File: src/rtl/axi4_burst_addr_gen_pkg.sv
// Shared AXI4 encodings and helpers for the burst address generator.
package axi4_burst_addr_gen_pkg;

  localparam logic [2:0] AXI4_SIZE_1B   = 3'd0;
  localparam logic [2:0] AXI4_SIZE_2B   = 3'd1;
  localparam logic [2:0] AXI4_SIZE_4B   = 3'd2;
  localparam logic [2:0] AXI4_SIZE_8B   = 3'd3;
  localparam logic [2:0] AXI4_SIZE_16B  = 3'd4;
  localparam logic [2:0] AXI4_SIZE_32B  = 3'd5;
  localparam logic [2:0] AXI4_SIZE_64B  = 3'd6;
  localparam logic [2:0] AXI4_SIZE_128B = 3'd7;

  localparam logic [1:0] AXI4_BURST_FIXED = 2'd0;
  localparam logic [1:0] AXI4_BURST_INCR  = 2'd1;
  localparam logic [1:0] AXI4_BURST_WRAP  = 2'd2;
  localparam logic [1:0] AXI4_BURST_RSVD  = 2'd3;

  typedef logic [7:0] axi4_len_t;

  typedef enum logic {
    IDLE  = 1'b0,
    BURST = 1'b1
  } axi4_agen_state_t;

  function automatic logic [7:0] axi4_size_bytes(input logic [2:0] size);
    return 8'd1 << size;
  endfunction

endpackage

File: src/rtl/axi4_burst_addr_gen_strb_gen.sv
// Combinational byte-lane mask from a beat's address offset and AxSIZE.
module axi4_strb_gen
  import axi4_burst_addr_gen_pkg::*;
#(
  parameter int NBYTES = 8,
  localparam int LOG2 = $clog2(NBYTES),
  localparam int OFFW = (LOG2 > 0) ? LOG2 : 1
) (
  input  logic [OFFW-1:0]   off,
  input  logic [2:0]        size,
  output logic [NBYTES-1:0] strb
);

  localparam int OW1 = OFFW + 1;

  logic [OW1-1:0]  bytes_s;
  logic [OFFW-1:0] aligned_s;
  logic [OW1-1:0]  end_s;

  // Lanes from the start offset up to the end of the size-aligned container.
  always_comb begin
    strb      = '0;
    bytes_s   = OW1'(1) << size;
    aligned_s = off & ~(bytes_s[OFFW-1:0] - OFFW'(1));
    end_s     = {1'b0, aligned_s} + bytes_s;
    if (size >= 3'(LOG2)) begin
      strb = '1;
    end else begin
      for (int i = 0; i < NBYTES; i++) begin
        strb[i] = (OW1'(i) >= {1'b0, off}) && (OW1'(i) < end_s);
      end
    end
  end

endmodule

File: src/rtl/axi4_burst_addr_gen.sv
// Expands one AXI4 AW/AR request into per-beat address/strobe/last/idx.
// Optional burst legality flagging is built when AXI4_ADDR_GEN_LEGAL_CHECK_EN is defined.
module axi4_burst_addr_gen
  import axi4_burst_addr_gen_pkg::*;
#(
  parameter int ADDR_WIDTH = 32,
  parameter int DATA_WIDTH = 64,
  parameter int LEN_WIDTH  = 8,
  localparam int NBYTES = DATA_WIDTH / 8
) (
  input  logic                  clk,
  input  logic                  rst,
  input  logic                  req_valid,
  output logic                  req_ready,
  input  logic [ADDR_WIDTH-1:0] req_addr,
  input  logic [LEN_WIDTH-1:0]  req_len,
  input  logic [2:0]            req_size,
  input  logic [1:0]            req_burst,
  output logic                  beat_valid,
  input  logic                  beat_ready,
  output logic [ADDR_WIDTH-1:0] beat_addr,
  output logic [NBYTES-1:0]     beat_strb,
  output logic [LEN_WIDTH-1:0]  beat_idx,
  output logic                  beat_last,
  output logic                  beat_err
);

  localparam int LOG2 = $clog2(NBYTES);
  localparam int OFFW = (LOG2 > 0) ? LOG2 : 1;

  axi4_agen_state_t      state_q, state_d;
  logic [ADDR_WIDTH-1:0] beat_addr_q, beat_addr_d;
  logic [NBYTES-1:0]     beat_strb_q, beat_strb_d;
  logic [LEN_WIDTH-1:0]  beat_idx_q, beat_idx_d;
  logic                  beat_last_q, beat_last_d;
  logic                  beat_err_q, beat_err_d;
  logic [LEN_WIDTH-1:0]  len_q, len_d;
  logic [2:0]            size_q, size_d;
  logic [1:0]            burst_q, burst_d;
  logic [ADDR_WIDTH-1:0] wrap_lower_q, wrap_lower_d;
  logic [ADDR_WIDTH-1:0] wrap_bound_q, wrap_bound_d;

  logic                  accept_s;
  logic                  fire_s;
  logic                  illegal_s;
  logic [ADDR_WIDTH-1:0] bytes_s;
  logic [ADDR_WIDTH-1:0] incr_s;
  logic [ADDR_WIDTH-1:0] next_addr_s;
  logic [ADDR_WIDTH-1:0] req_bytes_s;
  logic [ADDR_WIDTH-1:0] req_span_s;
  logic [ADDR_WIDTH-1:0] req_lower_s;
  logic [LEN_WIDTH-1:0]  idx_inc_s;
  logic [NBYTES-1:0]     strb_s;

  assign fire_s    = (state_q == BURST) & beat_ready;
  assign req_ready = (state_q == IDLE) | (fire_s & beat_last_q);
  assign accept_s  = req_valid & req_ready;

  assign req_bytes_s = ADDR_WIDTH'(axi4_size_bytes(req_size));
  assign req_span_s  = (ADDR_WIDTH'(req_len) + ADDR_WIDTH'(1)) << req_size;
  assign req_lower_s = req_addr & ~(req_span_s - ADDR_WIDTH'(1));
  assign idx_inc_s   = beat_idx_q + LEN_WIDTH'(1);

`ifdef AXI4_ADDR_GEN_LEGAL_CHECK_EN
  logic [ADDR_WIDTH-1:0] req_last_addr_s;
  logic                  wrap_len_ok_s;

  assign req_last_addr_s = (req_addr & ~(req_bytes_s - ADDR_WIDTH'(1)))
                         + (ADDR_WIDTH'(req_len) << req_size);
  assign wrap_len_ok_s   = (req_len == LEN_WIDTH'(1)) | (req_len == LEN_WIDTH'(3)) |
                           (req_len == LEN_WIDTH'(7)) | (req_len == LEN_WIDTH'(15));

  // Burst legality evaluated against the request being accepted.
  always_comb begin
    illegal_s = 1'b0;
    if ((req_burst == AXI4_BURST_INCR) &&
        (req_last_addr_s[ADDR_WIDTH-1:12] != req_addr[ADDR_WIDTH-1:12])) begin
      illegal_s = 1'b1;
    end else if ((req_burst == AXI4_BURST_WRAP) &&
                 (!wrap_len_ok_s || ((req_addr & (req_bytes_s - ADDR_WIDTH'(1))) != '0))) begin
      illegal_s = 1'b1;
    end else if ((req_size > 3'(LOG2)) || (req_burst == AXI4_BURST_RSVD)) begin
      illegal_s = 1'b1;
    end else begin
      illegal_s = 1'b0;
    end
  end
`else
  assign illegal_s = 1'b0;
`endif

  // Address of the following beat for the burst in flight.
  always_comb begin
    bytes_s     = ADDR_WIDTH'(axi4_size_bytes(size_q));
    incr_s      = (beat_addr_q & ~(bytes_s - ADDR_WIDTH'(1))) + bytes_s;
    next_addr_s = incr_s;
    case (burst_q)
      AXI4_BURST_FIXED: next_addr_s = beat_addr_q;
      AXI4_BURST_WRAP:  next_addr_s = (incr_s == wrap_bound_q) ? wrap_lower_q : incr_s;
      default:          next_addr_s = incr_s;
    endcase
  end

  // Next-state: load a new burst on accept, advance on beat handshake, else hold.
  always_comb begin
    state_d      = state_q;
    beat_addr_d  = beat_addr_q;
    beat_idx_d   = beat_idx_q;
    beat_last_d  = beat_last_q;
    beat_err_d   = beat_err_q;
    len_d        = len_q;
    size_d       = size_q;
    burst_d      = burst_q;
    wrap_lower_d = wrap_lower_q;
    wrap_bound_d = wrap_bound_q;
    if (accept_s) begin
      state_d      = BURST;
      beat_addr_d  = req_addr;
      beat_idx_d   = '0;
      beat_last_d  = (req_len == '0);
      beat_err_d   = illegal_s;
      len_d        = req_len;
      size_d       = req_size;
      burst_d      = req_burst;
      wrap_lower_d = req_lower_s;
      wrap_bound_d = req_lower_s + req_span_s;
    end else if (fire_s && beat_last_q) begin
      state_d = IDLE;
    end else if (fire_s) begin
      beat_addr_d = next_addr_s;
      beat_idx_d  = idx_inc_s;
      beat_last_d = (idx_inc_s == len_q);
    end else begin
      state_d = state_q;
    end
    beat_strb_d = strb_s;
  end

  axi4_strb_gen #(.NBYTES(NBYTES)) u_strb_gen (
    .off  (beat_addr_d[OFFW-1:0]),
    .size (size_d),
    .strb (strb_s)
  );

  // State and beat output registers.
  always_ff @(posedge clk or posedge rst) begin
    if (rst) begin
      state_q      <= IDLE;
      beat_addr_q  <= '0;
      beat_strb_q  <= '0;
      beat_idx_q   <= '0;
      beat_last_q  <= 1'b0;
      beat_err_q   <= 1'b0;
      len_q        <= '0;
      size_q       <= 3'd0;
      burst_q      <= 2'd0;
      wrap_lower_q <= '0;
      wrap_bound_q <= '0;
    end else begin
      state_q      <= state_d;
      beat_addr_q  <= beat_addr_d;
      beat_strb_q  <= beat_strb_d;
      beat_idx_q   <= beat_idx_d;
      beat_last_q  <= beat_last_d;
      beat_err_q   <= beat_err_d;
      len_q        <= len_d;
      size_q       <= size_d;
      burst_q      <= burst_d;
      wrap_lower_q <= wrap_lower_d;
      wrap_bound_q <= wrap_bound_d;
    end
  end

  assign beat_valid = (state_q == BURST);
  assign beat_addr  = beat_addr_q;
  assign beat_strb  = beat_strb_q;
  assign beat_idx   = beat_idx_q;
  assign beat_last  = beat_last_q;
  assign beat_err   = beat_err_q;

endmodule

File: config.mk
export PLATFORM = sky130hd
export DESIGN_NAME = axi4_burst_addr_gen
export DESIGN_NICKNAME = d
export VERILOG_FILES = /design/src/rtl/axi4_burst_addr_gen_pkg.sv /design/src/rtl/axi4_burst_addr_gen_strb_gen.sv /design/src/rtl/axi4_burst_addr_gen.sv
export SDC_FILE = /design/constraint.sdc
export NUM_CORES = 1
export LEC_CHECK = 0
export BUFFER_PORTS_ARGS = -buffer_cell sky130_fd_sc_hd__buf_2
export CAP_MARGIN = 0
export CORE_MARGIN = 8
export CORE_UTILIZATION = 30
export DETAILED_ROUTE_END_ITERATION = 6
export PLACE_DENSITY = 0.45
export SLEW_MARGIN = 20
export SYNTH_ARGS = -nofsm -noshare
export SYNTH_HDL_FRONTEND = slang
export SYNTH_HIERARCHICAL = 1
export SYNTH_SLANG_ARGS = --single-unit
File: constraint.sdc
create_clock -name clk -period 14 [get_ports clk]
set_clock_uncertainty 0.15 [all_clocks]
set_input_delay 1.4 -clock clk [delete_from_list [all_inputs] [get_ports clk]]
set_output_delay 1.4 -clock clk [all_outputs]
set_load 0.02 [all_outputs]
==> impl_metrics.yaml, run 1 <==
worst_setup_path:
  cp_max_fo: 40
  cp-start-kind: "flop"
  critPathLaunch: "size_q[2]$_DFF_PP0_"
  end_kind: "flop"
  required_ps: 14170
  r2r_start: "size_q[2]$_DFF_PP0_"
  cp.arrival_ps: 7940
  critPathKind: "reg2reg"
status:
  outcome: "finished with violations"
  violations: "DRC"
sta:
  final_hold_viol_count: 0
  setup_tns_ps: 0
  worst_slew_pin_slew_ps: 1087
  finalCriticalPeriod_ps: 7765
  setup_viol: 0
  min_period_over_period: 0.5547
  slew_headroom: 0.2753
  worst_hold_slack_ps: 323.0
  final-max-slew-violation-count: 0
  rsz0062_at_grt: "false"
  fmax_ghz: 0.1288
synth:
  ys_ff_latch: 127
  synth_edf_count: 0
  synth_common_cells: "nand2_1, dfrtp_1, o21ai_0"
  yosys_warnings: 6
  yosys_most_used_dff: "dfrtp_1"
  syn-num-nets: 1416
  ys_types: 112
  synth_area_leaders: "dfrtp_1, nand2_1, o21ai_0"
  synth_most_common_cell: "nand2_1"
  synth_cells: 1349
  syn_area_um2: 11020
  synth_top_cell_by_area: "dfrtp_1"
  ys_seq_area_frac: 0.2884
  avgSynthCellArea_um2: 8.168
  synth_top_area_frac: 0.2884
  synth-async-reset-ratio: 1.000
clock_network:
  htree_levels: 4
  cts_tree: "built"
  path_clk_slew_ps: 60
  cts_made_buffers: 17
  clockBufferDepth: 2
  clock-sinks: 127
  clock_latency_ps: 440
  cts_setup_buffers: 0
  cts-resized-gates: 0
  cts_root_buf: "clkbuf_16"
  postCtsHoldBufs: 0
cells_and_area:
  multi_input_area_um2: 7268
  nNetsFinal: 1458
  seq_area_um2: 3178
  area_growth_pct: 12.99
  n_fill_cell: 3894
  final_layout_size_suffix_gt1_frac: 0.1496
hold_path:
  worstHoldStart: "wrap_lower_q[6]$_DFFE_PP0P_"
  hp-class: "reg2reg"
power_and_ir_drop:
  leakagePower_uw: 0.005107
  powerDensity_nw_per_um2: 214.3
  ir_drop_mv: 0.09802
  total_power_uw: 2668
floorplanning:
  rows: 70
  die_area_um2: 43110
  ios: 101
  die_width_um: 207.6
  start_util: 0.3024
  core_area_um2: 36430
  dieHeight_um: 207.6
detailed_routing:
  drt.antenna.violating_nets: 0
  drcViolationCount: 2
  post_drt_wl_per_cell_um: 22.41
  wirelength_um: 41980
  drt_iter0_drc: 1015
  vias: 10720
  vias_per_cell: 5.723
  first_pass_iters: 7
grt:
  grt_antenna_before_repair: 2
  grt_pass1_wl_um: 65140
  grt_usage: 0.1918
  grt_start_max_net_pins: 71
  grt-ovfl-total: 0
  grt_pass1_vias: 10350
flow_run:
  maxCapViolCount: 0
place:
  port_buffers: 99
  hpwl_um: 31090
  gp_congestion: 0.8973
==> layer usage <==
metal / up-vias / global-route usage / wire length [um]
met3: 33 / 0.03170 / 2460
met2: 328 / 0.2896 / 18230
met4: 4 / 0.04209 / 428
met5: - / 0 / 21
met1: 5245 / 0.2815 / 20840
li1: 5110 / - / -
==> power breakdown <==
part / internal [uW] / switching (uW)
Combinational: 546 / 841
Clock: 307 / 196
Sequential: 534 / 244
Total: 1390 / 1280
==> worst max-delay path, stage by stage (launching register included) <==
cell,delay (ps)
dfrtp_1,670
nor3_1,390
inv_1,120
ha_1,330
or3b_1,210
buf_4,390
nand2_1,240
nor2_1,340
nand3_2,380
a211oi_1,560
xnor3_1,210
nand4_1,90
or3_1,430
nor4_4,290
buf_4,400
mux2_4,230
a21oi_2,50
a311oi_2,630
nor3b_1,410
fa_1,410
nor3b_1,280
o2bb2ai_2,160
a31o_2,160
a21oi_1,70
==> per-stage QoR <==
step / worst slack [ps] / util / cells / instance area [um2]
2_1_floorplan: 7868 / - / 1349 / 11020
3_3_place_gp: 6564 / 0.3239 / 1840 / 11800
4_1_cts: 6334 / 0.3416 / 1872 / 12450
6_report: 6235 / 0.3417 / 1873 / 12450
3_5_place_dp: 6361 / 0.3239 / 1840 / 11800
5_1_grt: 5724 / 0.3416 / 1872 / 12450
==> sequential cells by signal, indices dropped and copies added (netlist names) <==
| register | flops |
|---|---|
| beat_addr | 32 |
| beat_idx | 8 |
| beat_last | 1 |
| beat_strb | 8 |
| beat_valid | 1 |
| burst_q | 2 |
| len_q | 8 |
| size_q | 3 |
| wrap_bound_q | 32 |
| wrap_lower_q | 32 |
==> path summary, 6_finish.rpt <==
| check | cells past startpoint | to | slack, ps |
|---|---|---|---|
| setup / recovery | 23 | beat_strb[1]$_DFF_PP0_ | 6230 |
| hold / removal | 2 | wrap_lower_q[6]$_DFFE_PP0P_ | 320 |
| setup reg to reg | 23 | beat_strb[1]$_DFF_PP0_ | 6230 |
| hold reg to reg | 2 | wrap_lower_q[6]$_DFFE_PP0P_ | 320 |
| max in group asynchronous | 3 | wrap_bound_q[29]$_DFFE_PP0P_ | 11450 |
| min in group asynchronous | 2 | beat_idx[3]$_DFFE_PP0P_ | 900 |
==> cells by family (layout without fill, tap and decap cells) <==
| group | Yosys count | in the layout | synth area share |
|---|---|---|---|
| buffers and inverters | 133 | 188 | 0.05474 |
| flip-flops | 127 | 127 | 0.2884 |
| other | 1 | 2 | 0.0003404 |
| adder cells (fa/ha/maj) | 18 | 18 | 0.02112 |
| XOR/XNOR | 100 | 100 | 0.08733 |
| AO/OA/AOI/OAI | 412 | 412 | 0.2669 |
| AND/OR/NAND/NOR | 508 | 508 | 0.2342 |
| multiplexers | 50 | 50 | 0.04701 |
==> cells in the final DEF (no fill, tap or decap), types with 8 or more instances in the layout <==
cell type  netlist  layout
buf_2           14      99
clkbuf_16        0      17
nand4_1         20      20
nand3_1         49      49
nor3_1          20      20
o21ai_0        113     112
nor4_1          11      11
nand2_1        191     190
nor3b_1          8       8
or3_1           11      11
a211oi_1        12      12
and3_1          20      20
mux2_2          10      10
dfrtp_1        127     127
xnor2_1         64      64
o21a_1           9       9
a21o_1          18      18
a222oi_1        26      26
nor2_1          85      83
ha_1            17      17
nor2b_1         13      13
a21oi_1         69      69
inv_1           42      41
o211ai_1        16      16
buf_4            9      15
and2_1          22      21
a31oi_1         20      20
mux2i_1         39      39
xor2_1          30      30
==> area by class of cell <==
class,count,share of cell area
tap,468,0.04704
clock inverter,14,0.01648
inverter,42,0.01307
antenna,1,0.0002010
sequential,127,0.2553
timing repair buffer,114,0.04884
clock buffer,18,0.03528
multi-input combinational,1089,0.5838
Power figures use the tool's default switching activity.
==> run 2: changes to the inputs <==
- clock period: 14 -> 7.2 ns (I/O delays scaled with it)
==> run 2 against run 1 <==
Net effect: the flow still finishes with violations (DRC); critical path depth decreased by 3; largest power group unchanged; first-iteration DRC count grew 2.6%; sequential power grew 88%; highest routed layer unchanged.
==> impl_metrics.yaml, run 2 (same netlist as run 1, synthesis figures left out) <==
status:
  outcome: "finished with violations"
  violations: "DRC"
grt:
  grt_pass1_vias: 10236
  grt_usage: 0.1914
  grt_antenna_before_repair: 2
  grt_pass1_wl_um: 64810
  grt-ovfl-total: 0
  grt_start_max_net_pins: 74
floorplanning:
  dieHeight_um: 207.6
  rows: 70
  ios: 101
  core_area_um2: 36430
  die_area_um2: 43110
  die_width_um: 207.6
  start_util: 0.3024
sta:
  setup_viol: 0
  slew_headroom: 0.4075
  rsz0062_at_grt: "false"
  final-max-slew-violation-count: 0
  worst_slew_pin_slew_ps: 879.2
  setup_tns_ps: 0
  finalCriticalPeriod_ps: 6551
  min_period_over_period: 0.9098
  fmax_ghz: 0.1527
  final_hold_viol_count: 0
worst_setup_path:
  required_ps: 7410
  critPathKind: "reg2reg"
  cp-start-kind: "flop"
  cp.arrival_ps: 6760
  end_kind: "flop"
  cp_max_fo: 34
detailed_routing:
  drt_iter0_drc: 1041
  post_drt_wl_per_cell_um: 22.32
  first_pass_iters: 7
  vias_per_cell: 5.774
  vias: 10872
  drcViolationCount: 1
  wirelength_um: 42030
  drt.antenna.violating_nets: 0
clock_network:
  cts-resized-gates: 0
  cts_root_buf: "clkbuf_16"
  htree_levels: 4
  postCtsHoldBufs: 0
  clock_latency_ps: 440
  path_clk_slew_ps: 60
  cts_setup_buffers: 0
  cts_tree: "built"
  cts_made_buffers: 17
  clockBufferDepth: 2
  clock-sinks: 127
place:
  gp_congestion: 0.9085
  hpwl_um: 31460
  port_buffers: 99
cells_and_area:
  layout_common_cells: "nand2_1, dfrtp_1, o21ai_0, buf_2, nor2_1"
  nNetsFinal: 1469
  n_fill_cell: 3913
  area_growth_pct: 13.42
  mostFrequentLayoutCell: "nand2_1"
  final_layout_size_suffix_gt1_frac: 0.1576
  antenna_cells: 0
power_and_ir_drop:
  total_power_uw: 5131
  leakagePower_uw: 0.005143
  ir_drop_mv: 0.2321
  powerDensity_nw_per_um2: 410.5
hold_path:
  hp-class: "in2async"
flow_run:
  maxCapViolCount: 0
==> run 2: cell count changes in the layout (fill, tap and decap cells not counted), sizes merged <==
| cell | before | now |
|---|---|---|
| buf | 114 | 125 |
| bufinv | 4 | 2 |
| clkinv | 2 | 5 |
| diode | 1 | 0 |
| inv | 47 | 46 |
==> run 2: area by class of cell <==
class                      instances  area, um2  area share
clock inverter                    14      156.4     0.01252
tap                              468      585.6     0.04686
multi-input combinational       1089       7284      0.5829
clock buffer                      18      439.2     0.03514
timing repair buffer             125      690.7     0.05527
inverter                          42      162.7     0.01302
sequential                       127       3178      0.2543
==> run 2: metal layers <==
layer	track usage	vias up	wire length (um)
met1	0.2837	5363	20910
met3	0.02974	42	2222
met5	0	-	10
met2	0.2839	334	18170
li1	-	5131	-
met4	0.04895	2	712
==> run 2: worst max-delay path, stage by stage (launching register included) <==
cell and delay (ps):
dfrtp_1 420, nor3_1 290, inv_1 110, ha_1 310, inv_1 150, o21ai_0 180, a221oi_1 480, o21ai_0 230
a211oi_1 460, mux2i_1 300, nand4_1 180, or4_1 600, nor4_4 330, buf_4 580, mux2i_1 240, a21oi_1 90
a21oi_1 570, o21ba_4 250, o2bb2ai_2 80, a311o_1 340, a22oi_2 110
==> run 2: worst paths after layout <==
check                                             from  cells past startpoint                      endpoint  slack (ps)
min in group clk           wrap_lower_q[7]$_DFFE_PP0P_                      2   wrap_lower_q[7]$_DFFE_PP0P_         320
min                                                rst                      2       beat_idx[5]$_DFFE_PP0P_         220
max                                size_q[2]$_DFF_PP0_                     20        beat_strb[6]$_DFF_PP0_         650
min reg2reg                wrap_lower_q[7]$_DFFE_PP0P_                      2   wrap_lower_q[7]$_DFFE_PP0P_         320
max reg2reg                        size_q[2]$_DFF_PP0_                     20        beat_strb[6]$_DFF_PP0_         650
max in group asynchronous                          rst                      3  wrap_bound_q[29]$_DFFE_PP0P_        5310
==> run 2: per-stage QoR <==
step	area [um2]	setup slack, ps	cells	hold slack (ps)	util
after floorplan	11020	1068	1349	288.5	-
after global placement	11880	675.1	1851	306.4	0.3262
after detailed placement	11890	601.3	1851	310.1	0.3262
after CTS	12480	579.4	1883	240.8	0.3426
after global routing	12500	89.70	1883	265.2	0.3430
final	12500	649.4	1883	217.9	0.3430
==> run 2: power by group <==
| part | switching [uW] | internal, uW | leakage, uW | total (uW) |
|---|---|---|---|---|
| clock | 370 | 524 | 0.000285 | 894 |
| sequential | 423 | 1040 | 0.00159 | 1460 |
| combinational | 1690 | 1080 | 0.00327 | 2780 |
| total | 2480 | 2650 | 0.00514 | 5130 |
==> run 3: changes to the inputs <==
- SYNTH_HIERARCHICAL: 1 -> unset
==> run 3 against run 2 <==
Net effect: the flow now finishes without violations; non-clock buffer count shrank 6; via count grew 2.4%; hold slack lost 21 ps; cell area grew 0.63%; count of clock-buffer cells in the layout grew 3; cell count grew 3.9%; synthesized area grew 0.39%; clock power grew 2%; sequential power is essentially flat; flip-flop and latch count is the same.
==> impl_metrics.yaml, run 3 <==
worst_setup_path:
  cp_max_fo: 23
  end_kind: "flop"
  max_stage_delay_ps: 670
  crit_chain: "or3_1 -> ha_1 -> and2_1 -> o31a_1 -> o311a_1 -> or4_1 -> and2_1 -> o22a_1 -> xnor2_1 -> or4_4 -> nor4_4 -> buf_4 -> mux2i_1 -> nand2_1 -> nor2_1 -> ha_1 -> and2_1 -> o311ai_1 -> o211ai_1"
  r2r.worst_path.cells: 19
  critPathKind: "reg2reg"
  cp-start-kind: "flop"
  slowest_stage: "or4_1"
  required_ps: 7330
  cp.arrival_ps: 6500
  crit_path_frequent_cell: "and2_1"
clock_network:
  postCtsHoldBufs: 0
  cts_made_buffers: 17
  cts_root_buf: "clkbuf_16"
  cts_setup_buffers: 0
  clock-sinks: 127
  path_clk_slew_ps: 60
  cts_tree: "built"
  htree_levels: 4
  clockBufferDepth: 2
  clock_latency_ps: 430
  cts-resized-gates: 0
power_and_ir_drop:
  pwr-share-clk: 0.177
  ir_drop_mv: 0.1917
  pwr-share-comb: 0.533
  p_sw_uw: 2528
  p_int_uw: 2613
  seqPwrFrac: 0.290
  leakagePower_uw: 0.005408
  p_sw_frac: 0.4917
  powerDensity_nw_per_um2: 408.8
synth:
  synth_top_family_by_area: "compound AO/OA/AOI/OAI gates"
  ys_seq_area_frac: 0.2873
  ys_types: 102
  synth-xor-area-share: 0.08077
  synth_top_area_frac: 0.2873
  synthAdderAreaFrac: 0.02489
  synth_edf_count: 0
  synth_simple_gate_area_frac: 0.2618
  synth_most_common_cell: "nand2_1"
  synth-async-reset-ratio: 1.000
  ys_ff_latch: 127
  yosys_warnings: 0
  synth_top_cell_by_area: "dfrtp_1"
  syn_area_um2: 11060
  synth_area_leaders: "dfrtp_1, nand2_1, o21ai_0"
  synth_cells: 1424
  yosys_most_used_dff: "dfrtp_1"
  synth_common_cells: "nand2_1, dfrtp_1, nor2_1"
  avgSynthCellArea_um2: 7.767
  syn-num-nets: 1495
  synth_compound_area_frac: 0.2688
  synthMuxAreaShare: 0.02975
detailed_routing:
  vias: 11132
  drcViolationCount: 0
  wirelength_um: 42460
  post_drt_wl_per_cell_um: 21.70
  first_pass_iters: 6
  drt.antenna.violating_nets: 0
  drt_iter0_drc: 1000
  vias_per_cell: 5.688
flow_run:
  maxCapViolCount: 0
floorplanning:
  die_area_um2: 43270
  die_width_um: 208.0
  rows: 70
  dieHeight_um: 208.0
  start_util: 0.3036
  ios: 101
  core_area_um2: 36430
grt:
  grt_antenna_before_repair: 0
  grt_start_max_net_pins: 84
  grt_pass1_vias: 10574
  grt_usage: 0.1913
  grt_pass1_wl_um: 65720
  grt-ovfl-total: 0
cells_and_area:
  antenna_cells: 0
  final_area_um2: 12580
  mostFrequentLayoutCell: "nand2_1"
  final_layout_size_suffix_gt1_frac: 0.1350
  layout_common_cells: "nand2_1, dfrtp_1, nor2_1, buf_2, o21ai_0"
  area_growth_pct: 13.70
  n_fill_cell: 3907
  nNetsFinal: 1547
sta:
  worst_slew_pin_slew_ps: 1062
  slew_headroom: 0.2910
  setup_viol: 0
  min_period_over_period: 0.8848
  rsz0062_at_grt: "false"
  fmax_ghz: 0.1570
  final-max-slew-violation-count: 0
  finalCriticalPeriod_ps: 6371
  setup_tns_ps: 0
  worst_hold_slack_ps: 196.6
  final_hold_viol_count: 0
place:
  gp_congestion: 0.9412
  port_buffers: 99
  hpwl_um: 32870
  placed_cell_area_um2: 11970
status:
  outcome: "complete, no violations"
hold_path:
  hp-class: "in2async"
run 3: cell families (layout without fill, tap and decap cells):
group | Yosys count | count (layout)
buffers and inverters | 130 | 195
muxes | 29 | 29
adders and majority gates | 22 | 22
DFF | 127 | 127
xor gates and xnor gates | 97 | 97
and+or+nand+nor | 587 | 587
AOI/OAI and AO/OA | 431 | 431
other | 1 | 1
run 3: final timing paths:
check | startpoint | endpoint | slack [ps]
setup / recovery | size_q[0]$_DFF_PP0_ | beat_strb[2]$_DFF_PP0_ | 830
hold / removal | rst | beat_idx[7]$_DFFE_PP0P_ | 200
setup reg to reg | size_q[0]$_DFF_PP0_ | beat_strb[2]$_DFF_PP0_ | 830
hold reg to reg | wrap_lower_q[3]$_DFFE_PP0P_ | wrap_lower_q[3]$_DFFE_PP0P_ | 330
max in group asynchronous | rst | wrap_lower_q[21]$_DFFE_PP0P_ | 5300
min in group clk | wrap_lower_q[3]$_DFFE_PP0P_ | wrap_lower_q[3]$_DFFE_PP0P_ | 330
run 3: routing by layer:
metal / part of all wire / GRT usage / vias to the layer above
li1: - / - / 5354
met1: 0.51 / 0.2850 / 5433
met2: 0.43 / 0.2842 / 311
met3: 0.049 / 0.02555 / 34
met4: 0.017 / 0.05017 / 0
met5: 0 / 0 / -
run 3: through the flow:
step             util  power (uW)  cells  setup slack (ps)
3_5_place_dp   0.3284        4197   1924             729.1
4_1_cts        0.3448        5129   1956             784.9
3_3_place_gp   0.3284        4215   1924             829.4
2_1_floorplan       -        3292   1424              1225
6_report       0.3452        5141   1957             829.1
5_1_grt        0.3452        5506   1957             382.2
run 3: critical path, delay by kind of cell, from the launching register on:
kind                     cells  cell delay [ps]
flip-flops                   1              500
AND/OR/NAND/NOR              9             2930
XOR/XNOR                     1              160
adder cells (fa/ha/maj)      2              610
multiplexers                 1              270
buffers and inverters        1              400
AO/OA/AOI/OAI                5             1170
run 3: power groups by stage:
stage / logic [uW] / clock network (uW) / registers (uW)
global route: 3020 / 953 / 1530
CTS: 2720 / 929 / 1480
detailed placement: 2710 / 0 / 1490
finish: 2740 / 909 / 1490
floorplan: 1930 / 0 / 1360
global placement: 2720 / 0 / 1500
run 3: area by class of cell:
type / instances / area [um2] / share of cell area
Sequential cell: 127 / 3178 / 0.2527
Clock inverter: 11 / 157.7 / 0.01254
Inverter: 44 / 170.2 / 0.01353
Clock buffer: 21 / 440.4 / 0.03502
Tap cell: 468 / 585.6 / 0.04656
Multi-Input combinational cell: 1167 / 7395 / 0.5880
Timing Repair Buffer: 119 / 649.4 / 0.05164
